### config.mk
export PLATFORM = sky130hd
export DESIGN_NAME = io_port_flat
export DESIGN_NICKNAME = d
export VERILOG_FILES = /design/src/rtl/io_port_pkg.sv /design/src/rtl/io_port_if.sv /design/src/rtl/io_debounce.sv /design/src/rtl/io_port.sv /design/src/flat_wrapper.sv
export SDC_FILE = /design/constraint.sdc
export NUM_CORES = 1
export LEC_CHECK = 0
export ABC_AREA = 1
export CAP_MARGIN = 10
export CORE_UTILIZATION = 46
export DETAILED_ROUTE_END_ITERATION = 10
export GPL_TIMING_DRIVEN = 0
export PLACE_DENSITY = 0.85
export SETUP_SLACK_MARGIN = 0.2
export SYNTH_ARGS = -nofsm -noshare
export SYNTH_HDL_FRONTEND = slang
export SYNTH_SLANG_ARGS = --single-unit
export TNS_END_PERCENT = 5
### constraint.sdc
create_clock -name clock -period 1.35 [get_ports clock]
set_clock_uncertainty 0.1 [all_clocks]
set_input_delay 0.135 -clock clock [delete_from_list [all_inputs] [get_ports clock]]
set_output_delay 0.135 -clock clock [all_outputs]
set_load 0.01 [all_outputs]
### src/rtl/io_port_pkg.sv
// Shared constants for the uP I/O stage: port width, read-mode encodings, debounce defaults.
package io_port_pkg;
  localparam int IO_W = 4;
  localparam int DEB_CYCLES_DEFAULT = 16;
  localparam int CNT_W_DEFAULT = 5;
  localparam logic IN_MODE_LEVEL = 1'b0;
  localparam logic IN_MODE_EVENT = 1'b1;
endpackage

### src/rtl/io_port_if.sv
// Decoder/data-bus side of the I/O stage; master = decoder, slave = io_port.
interface io_port_if;
  import io_port_pkg::*;
  logic            in_en;
  logic            in_mode;
  logic            out_en;
  logic [IO_W-1:0] data_bus_in;
  logic [IO_W-1:0] data_bus_out;
  logic            data_bus_oe;

  modport master (
    output in_en, in_mode, out_en, data_bus_in,
    input  data_bus_out, data_bus_oe
  );
  modport slave (
    input  in_en, in_mode, out_en, data_bus_in,
    output data_bus_out, data_bus_oe
  );
endinterface

### src/rtl/io_debounce.sv
// One button: 2-FF synchronizer plus stability counter; stable follows after DEB_CYCLES agreeing cycles.
// Latency 2+DEB_CYCLES edges from raw change to stable; no backpressure.
module io_debounce
  import io_port_pkg::*;
#(
  parameter int DEB_CYCLES = DEB_CYCLES_DEFAULT,
  parameter int CNT_W      = CNT_W_DEFAULT
) (
  input  logic clock,
  input  logic reset,
  input  logic raw,
  output logic stable,
  output logic rise
);
  logic             s1;
  logic             s2;
  logic [CNT_W-1:0] cnt;
  logic             accept;

  assign accept = (s2 != stable) && (cnt == CNT_W'(DEB_CYCLES - 1));
  // Combinational so the event flag sets on the same edge that stable rises.
  assign rise   = accept && s2;

  always_ff @(posedge clock) begin
    if (reset) begin
      s1     <= 1'b0;
      s2     <= 1'b0;
      stable <= 1'b0;
      cnt    <= '0;
    end else begin
      s1 <= raw;
      s2 <= s1;
      if (s2 == stable) begin
        cnt <= '0;
      end else if (accept) begin
        stable <= s2;
        cnt    <= '0;
      end else begin
        cnt <= cnt + CNT_W'(1);
      end
    end
  end
endmodule

### src/rtl/io_port.sv
// uP I/O stage: debounced buttons readable as levels or sticky press events; FF_out latches the bus.
// Bus read is combinational, FF_out valid one edge after out_en; no backpressure.
module io_port
  import io_port_pkg::*;
#(
  parameter int DEB_CYCLES = DEB_CYCLES_DEFAULT,
  parameter int CNT_W      = CNT_W_DEFAULT
) (
  input  logic            clock,
  input  logic            reset,
  input  logic [IO_W-1:0] pushbuttons,
  io_port_if.slave        bus,
  output logic [IO_W-1:0] FF_out,
  output logic [IO_W-1:0] btn_state,
  output logic [IO_W-1:0] btn_event
);
  logic [IO_W-1:0] stable;
  logic [IO_W-1:0] rise;
  logic            ev_clear;

  for (genvar i = 0; i < IO_W; i++) begin : g_bit
    io_debounce #(
      .DEB_CYCLES (DEB_CYCLES),
      .CNT_W      (CNT_W)
    ) u_deb (
      .clock  (clock),
      .reset  (reset),
      .raw    (pushbuttons[i]),
      .stable (stable[i]),
      .rise   (rise[i])
    );
  end

  assign btn_state = stable;
  assign ev_clear  = bus.in_en && (bus.in_mode == IN_MODE_EVENT);

  assign bus.data_bus_oe  = bus.in_en;
  assign bus.data_bus_out = !bus.in_en ? '0 :
                            (bus.in_mode == IN_MODE_EVENT) ? btn_event : btn_state;

  always_ff @(posedge clock) begin
    if (reset) begin
      btn_event <= '0;
      FF_out    <= '0;
    end else begin
      // Clear first, then OR in new presses so a simultaneous press survives.
      btn_event <= (btn_event & ~{IO_W{ev_clear}}) | rise;
      if (bus.out_en) begin
        FF_out <= bus.data_bus_in;
      end
    end
  end
endmodule
### src/flat_wrapper.sv
// flat-port wrapper written by rule: the top's interface ports become plain ports
module io_port_flat import io_port_pkg::*;
#(
  parameter int DEB_CYCLES = DEB_CYCLES_DEFAULT,
  parameter int CNT_W      = CNT_W_DEFAULT
)
  (clock, reset, pushbuttons, FF_out, btn_state, btn_event, bus_in_en, bus_in_mode, bus_out_en, bus_data_bus_in, bus_data_bus_out, bus_data_bus_oe);
  io_port_if bus_i ();
  input  logic clock;
  input  logic reset;
  input  logic [IO_W-1:0] pushbuttons;
  output logic [IO_W-1:0] FF_out;
  output logic [IO_W-1:0] btn_state;
  output logic [IO_W-1:0] btn_event;
  input wire logic [$bits(bus_i.in_en)-1:0] bus_in_en;
  input wire logic [$bits(bus_i.in_mode)-1:0] bus_in_mode;
  input wire logic [$bits(bus_i.out_en)-1:0] bus_out_en;
  input wire logic [$bits(bus_i.data_bus_in)-1:0] bus_data_bus_in;
  output wire logic [$bits(bus_i.data_bus_out)-1:0] bus_data_bus_out;
  output wire logic [$bits(bus_i.data_bus_oe)-1:0] bus_data_bus_oe;
  assign bus_i.in_en = bus_in_en;
  assign bus_i.in_mode = bus_in_mode;
  assign bus_i.out_en = bus_out_en;
  assign bus_i.data_bus_in = bus_data_bus_in;
  assign bus_data_bus_out = bus_i.data_bus_out;
  assign bus_data_bus_oe = bus_i.data_bus_oe;
  io_port #(.DEB_CYCLES(DEB_CYCLES), .CNT_W(CNT_W)) u_core (.clock(clock), .reset(reset), .pushbuttons(pushbuttons), .bus(bus_i), .FF_out(FF_out), .btn_state(btn_state), .btn_event(btn_event));
endmodule
Word-level counts from Yosys, hierarchy flattened --
Cells that the tools add are included.
Storage, ports and cells: register bits after elaboration 40, input port bits 13, word-level logic and storage cells 60
Cells by class: add/subtract/negate cells 4, equality and inequality tests 12, muxes and demuxes 2, bitwise operators 7, reductions and logical operators 17
Operators by type and width (count):
- $add 5x1->5 const B | 4
- $eq 5x4->1 const B | 4
- $reduce_or 3->1 | 4
- $logic_and 1x1->1 | 9
- $mux 4 | 2
- $reduce_and 2->1 | 4
- $and 4x4->4 | 1
- $eq 1x1->1 | 4
- $ne 1x1->1 | 4
- $not 1->1 | 4
- $not 4->4 | 1
- $or 4x4->4 | 1

Depth between registers and ports, before layout --
depth in word-level cells 4, mapped depth 7

Hierarchy --
From an unflattened synthesis, not the netlist that was laid out.
Unflattened totals: cells, all modules 205, area total of the unflattened synthesis 1627.8 um^2
By module, submodules not included:
- io_debounce | instances 4, cells each 39, area an instance 319.1 um^2
- io_port | instances 1, cells each 49, area an instance 351.6 um^2

Least setup slack after synthesis --
No wires, ideal clock.
path type flip-flop to flip-flop, start point register u_core.g_bit[3].u_deb.cnt[0], end point register u_core.g_bit[3].u_deb.cnt[3], arrival 1165 ps, data required time 1184 ps, setup slack 19 ps, stages on the path, launching flop included 8, path buffers 0, cells stage by stage dfxtp_1 ha_1 nand2_1 nor2_1 ha_1 nor2_4 nand3_4 a21oi_2
Between the ends: word-level cells in the longest chain between the ends 3, elaborated cells on any way between the ends 4, those cells by class 1 x add/sub; 1 x eq/ne; 2 x reduce/logical
RTL lines:
- start, declared | line io_debounce.sv:17 | logic [CNT_W-1:0] cnt;
- start signal, assigned | line io_debounce.sv:39 | cnt <= cnt + CNT_W'(1);
- branches (longest 3 deep; another with $add 5x1->5)
Parallel ways; which one is timed is not known. A chain may end at the register's enable or synchronous reset.

Final worst setup path --
start point register u_core.g_bit[1].u_deb.stable, end point output bus_data_bus_out[1]
Between the ends: word-level cells in the longest chain between the ends 2
RTL lines:
- start, declared | line io_debounce.sv:12 | output logic stable,
- start signal, assigned | line io_debounce.sv:28 | stable <= 1'b0;
- start signal, assigned | line io_debounce.sv:36 | stable <= s2;
- $mux 4 | line io_port.sv:39 | (bus.in_mode == IN_MODE_EVENT) ? btn_event : btn_state;
- $mux 4 | line io_port.sv:38 | assign bus.data_bus_out = !bus.in_en ? '0 :
- end, declared | line flat_wrapper.sv:19 | output wire logic [$bits(bus_i.data_bus_out)-1:0] bus_data_bus_out;
No other way between the ends.

==> results.json <==
{
  "status": "completed",
  "post-route-min-period_ps": 1300,
  "power_w": 0.00198,
  "ys_dominant_reg_cell": "dfxtp_1",
  "ir_drop_mv": 0.543,
  "placed_cell_area_um2": 2040,
  "met1_length_um": 1270,
  "dieArea_um2": 3790,
  "synth_cells": 198,
  "path_max_fanout": 3,
  "die_x_um": 61.6,
  "cts_max_path_buffers": 2,
  "yosys-top-cells-count": "dfxtp_1, nor2_1, inv_1, nand2_1",
  "rrSetupSlack_ps": 70,
  "cts-root-buf": "clkbuf_4",
  "timing.slew.headroom_pct": 85.8,
  "start_kind": "flip-flop",
  "antenna_left": 0,
  "syn-num-nets": 219,
  "worst-setup-path-type": "flip-flop to output port",
  "powerDensity_nw_per_um2": 879,
  "hold_viol": 0,
  "cts_sinks": 40,
  "fin_area_um2": 2250,
  "synth_top_area_share_pct": 49.0,
  "synth_edf_count": 0,
  "path_clk_slew_ps": 110,
  "p_leak_nw": 0.921,
  "drive_gt1_share_pct": 38.5,
  "clock_latency_ps": 350,
  "cts_buffers": 5,
  "via_count": 1365,
  "grt_pass1_vias": 1191,
  "pin_count": 30,
  "n_fill_cell": 286,
  "r2r-end": "u_core.g_bit[0].u_deb.cnt[1]",
  "die_h_um": 61.6,
  "synth_top_cell_by_area": "dfxtp_1",
  "grt_max_degree": 12,
  "grt_overflow": 0,
  "core_um2": 3360,
  "rows": 21,
  "portBuffers": 28,
  "yosysWarnings": 0,
  "place.gp.congestion": 0.724,
  "rsz0062_at_grt": "yes",
  "wl_per_cell_um": 10.3,
  "fmax_mhz": 767,
  "met2_length_um": 1530,
  "end_kind": "output port",
  "fin_tns_setup_ps": 0,
  "finalSetupViolations": 0,
  "wirelength_um": 2980,
  "drv_cap": 0,
  "ys_seq_elements": 40,
  "worstMarginPinSlew_ps": 212,
  "grt_usage_pct": 17.1,
  "async_flop_share_pct": 0,
  "cts_tree": "done",
  "hp-start": "bus_in_en",
  "diodes": 0,
  "synth-seq-area-share_pct": 49.0,
  "top_layer_used": "met4",
  "cp_data_arrival_time_ps": 1070,
  "antenna_found_initial": 0,
  "synth.avg_cell_area_um2": 8.25,
  "r2r-start": "u_core.g_bit[0].u_deb.cnt[0]",
  "vias_per_cell": 4.71,
  "r2r_cells": 7,
  "grt_pass1_wl_um": 4570,
  "maxSlewViolCount": 0,
  "synthDistinctLibCells": 18,
  "route.met3.wl_um": 132,
  "cp_data_required_time_ps": 1120,
  "holdPathEnd": "u_core.btn_event[0]",
  "fin_nets": 264,
  "drt-initial-drc-count": 38,
  "cts-htree-levels": 2,
  "synthesis.area_um2": 1630,
  "drcViolationCount": 0,
  "synthTopCellsByArea": "dfxtp_1, nor2_1, inv_1, ha_1, nand2_1",
  "yosys.cell_count.top_type": "dfxtp_1",
  "area_growth_pct": 38.1,
  "hp-class": "input port to flip-flop",
  "hold-path-cell-count": 4,
  "hpwlAfterDp_um": 2020,
  "initial_utilization_pct": 48.5,
  "fin_crit_sh_pct": 96.6,
  "drt_first_pass_iters": 4
}
-- timing repair --
item / in CTS / in global routing
resized for setup: 49 / 64
hold buffers: 1 / 0
pin swaps: 3 / 21
setup endpoints to repair: 45 / 45
endpoints found under the hold margin: 1 / 0
buffers inserted: 6 / 3
-- worst max-delay path, stage by stage (launching register included) --
cell	delay (ps)
dfxtp_2	370
inv_2	50
a21oi_2	160
buf_2	150
-- worst max-delay path by stage --
| stage | from | to | slack [ps] |
|---|---|---|---|
| CTS | u_core.g_bit[3].u_deb.stable | bus_data_bus_out[3] | 30 |
| global placement | bus_in_mode | bus_data_bus_out[1] | -500 |
| finish | u_core.g_bit[1].u_deb.stable | bus_data_bus_out[1] | 50 |
| floorplan | u_core.g_bit[2].u_deb.cnt[0] | u_core.g_bit[2].u_deb.cnt[3] | 150 |
| detailed placement | bus_in_mode | bus_data_bus_out[1] | -490 |
| global route | u_core.g_bit[3].u_deb.cnt[0] | u_core.g_bit[3].u_deb.cnt[0] | -10 |
-- cell type report --
type	count	area (um2)	share of cell area, %
Multi-Input combinational cell	120	813	36.1
Inverter	31	121	5.38
Clock buffer	8	58.8	2.61
Timing Repair Buffer	38	312	13.8
Tap cell	46	57.6	2.55
Sequential cell	40	832	36.9
Buffer	7	60.1	2.66
-- where the power goes --
| part | total, W | internal, W | switching, W | leakage [nW] |
|---|---|---|---|---|
| registers | 0.00121 | 0.00119 | 0.0000136 | 0.334 |
| logic | 0.000155 | 0.0000754 | 0.0000796 | 0.554 |
| clock network | 0.000619 | 0.000257 | 0.000362 | 0.0326 |
| total | 0.00198 | 0.00153 | 0.000455 | 0.921 |
-- sequential cells by signal, indices dropped and copies added, names as in the netlist --
register                   flops
u_core.g_bit.u_deb.cnt        20
u_core.g_bit.u_deb.stable      4
u_core.g_bit.u_deb.s1          4
u_core.FF_out                  4
u_core.btn_event               4
u_core.g_bit.u_deb.s2          4
-- stage by stage --
| stage | hold slack (ps) | instances | utilization (%) | setup slack, ps |
|---|---|---|---|---|
| after floorplan | 142 | 198 | - | 153 |
| after global placement | 291 | 272 | 60.7 | -495 |
| after detailed placement | 294 | 272 | 60.7 | -485 |
| after CTS | 178 | 287 | 63.8 | 25.4 |
| after global routing | 125 | 290 | 67.0 | -12.1 |
| final | 130 | 290 | 67.0 | 45.8 |
-- cell families (layout without fill, tap and decap cells) --
| logic type | after synthesis | count (layout) | synth area share, % |
|---|---|---|---|
| compound gates | 26 | 26 | 8.66 |
| buf+inv | 38 | 84 | 10.7 |
| xor+xnor | 4 | 4 | 2.15 |
| flops | 40 | 40 | 49.0 |
| simple gates | 82 | 82 | 23.3 |
| fa+ha+maj | 8 | 8 | 6.13 |
-- metal layers --
layer,track usage [%],vias up
met4,8.89,0
met3,6.30,6
met1,18.3,623
li1,-,710
met2,29.5,26
met5,0,-
-- cells in the final DEF (no fill, tap or decap), types with 6 or more instances in the layout --
master | netlist | routed
a21oi_2 | 3 | 8
nand3_1 | 9 | 9
inv_1 | 30 | 25
dfxtp_1 | 40 | 25
ha_4 | 0 | 6
clkbuf_2 | 0 | 8
buf_4 | 6 | 12
a21oi_1 | 11 | 6
nor2_1 | 36 | 30
nor2_4 | 4 | 6
o21ai_1 | 1 | 6
o21ai_0 | 11 | 6
nand2_1 | 25 | 22
clkdlybuf4s50_1 | 0 | 9
dfxtp_2 | 0 | 10
buf_6 | 1 | 10
No activity file was read; power rests on OpenSTA's default activity.
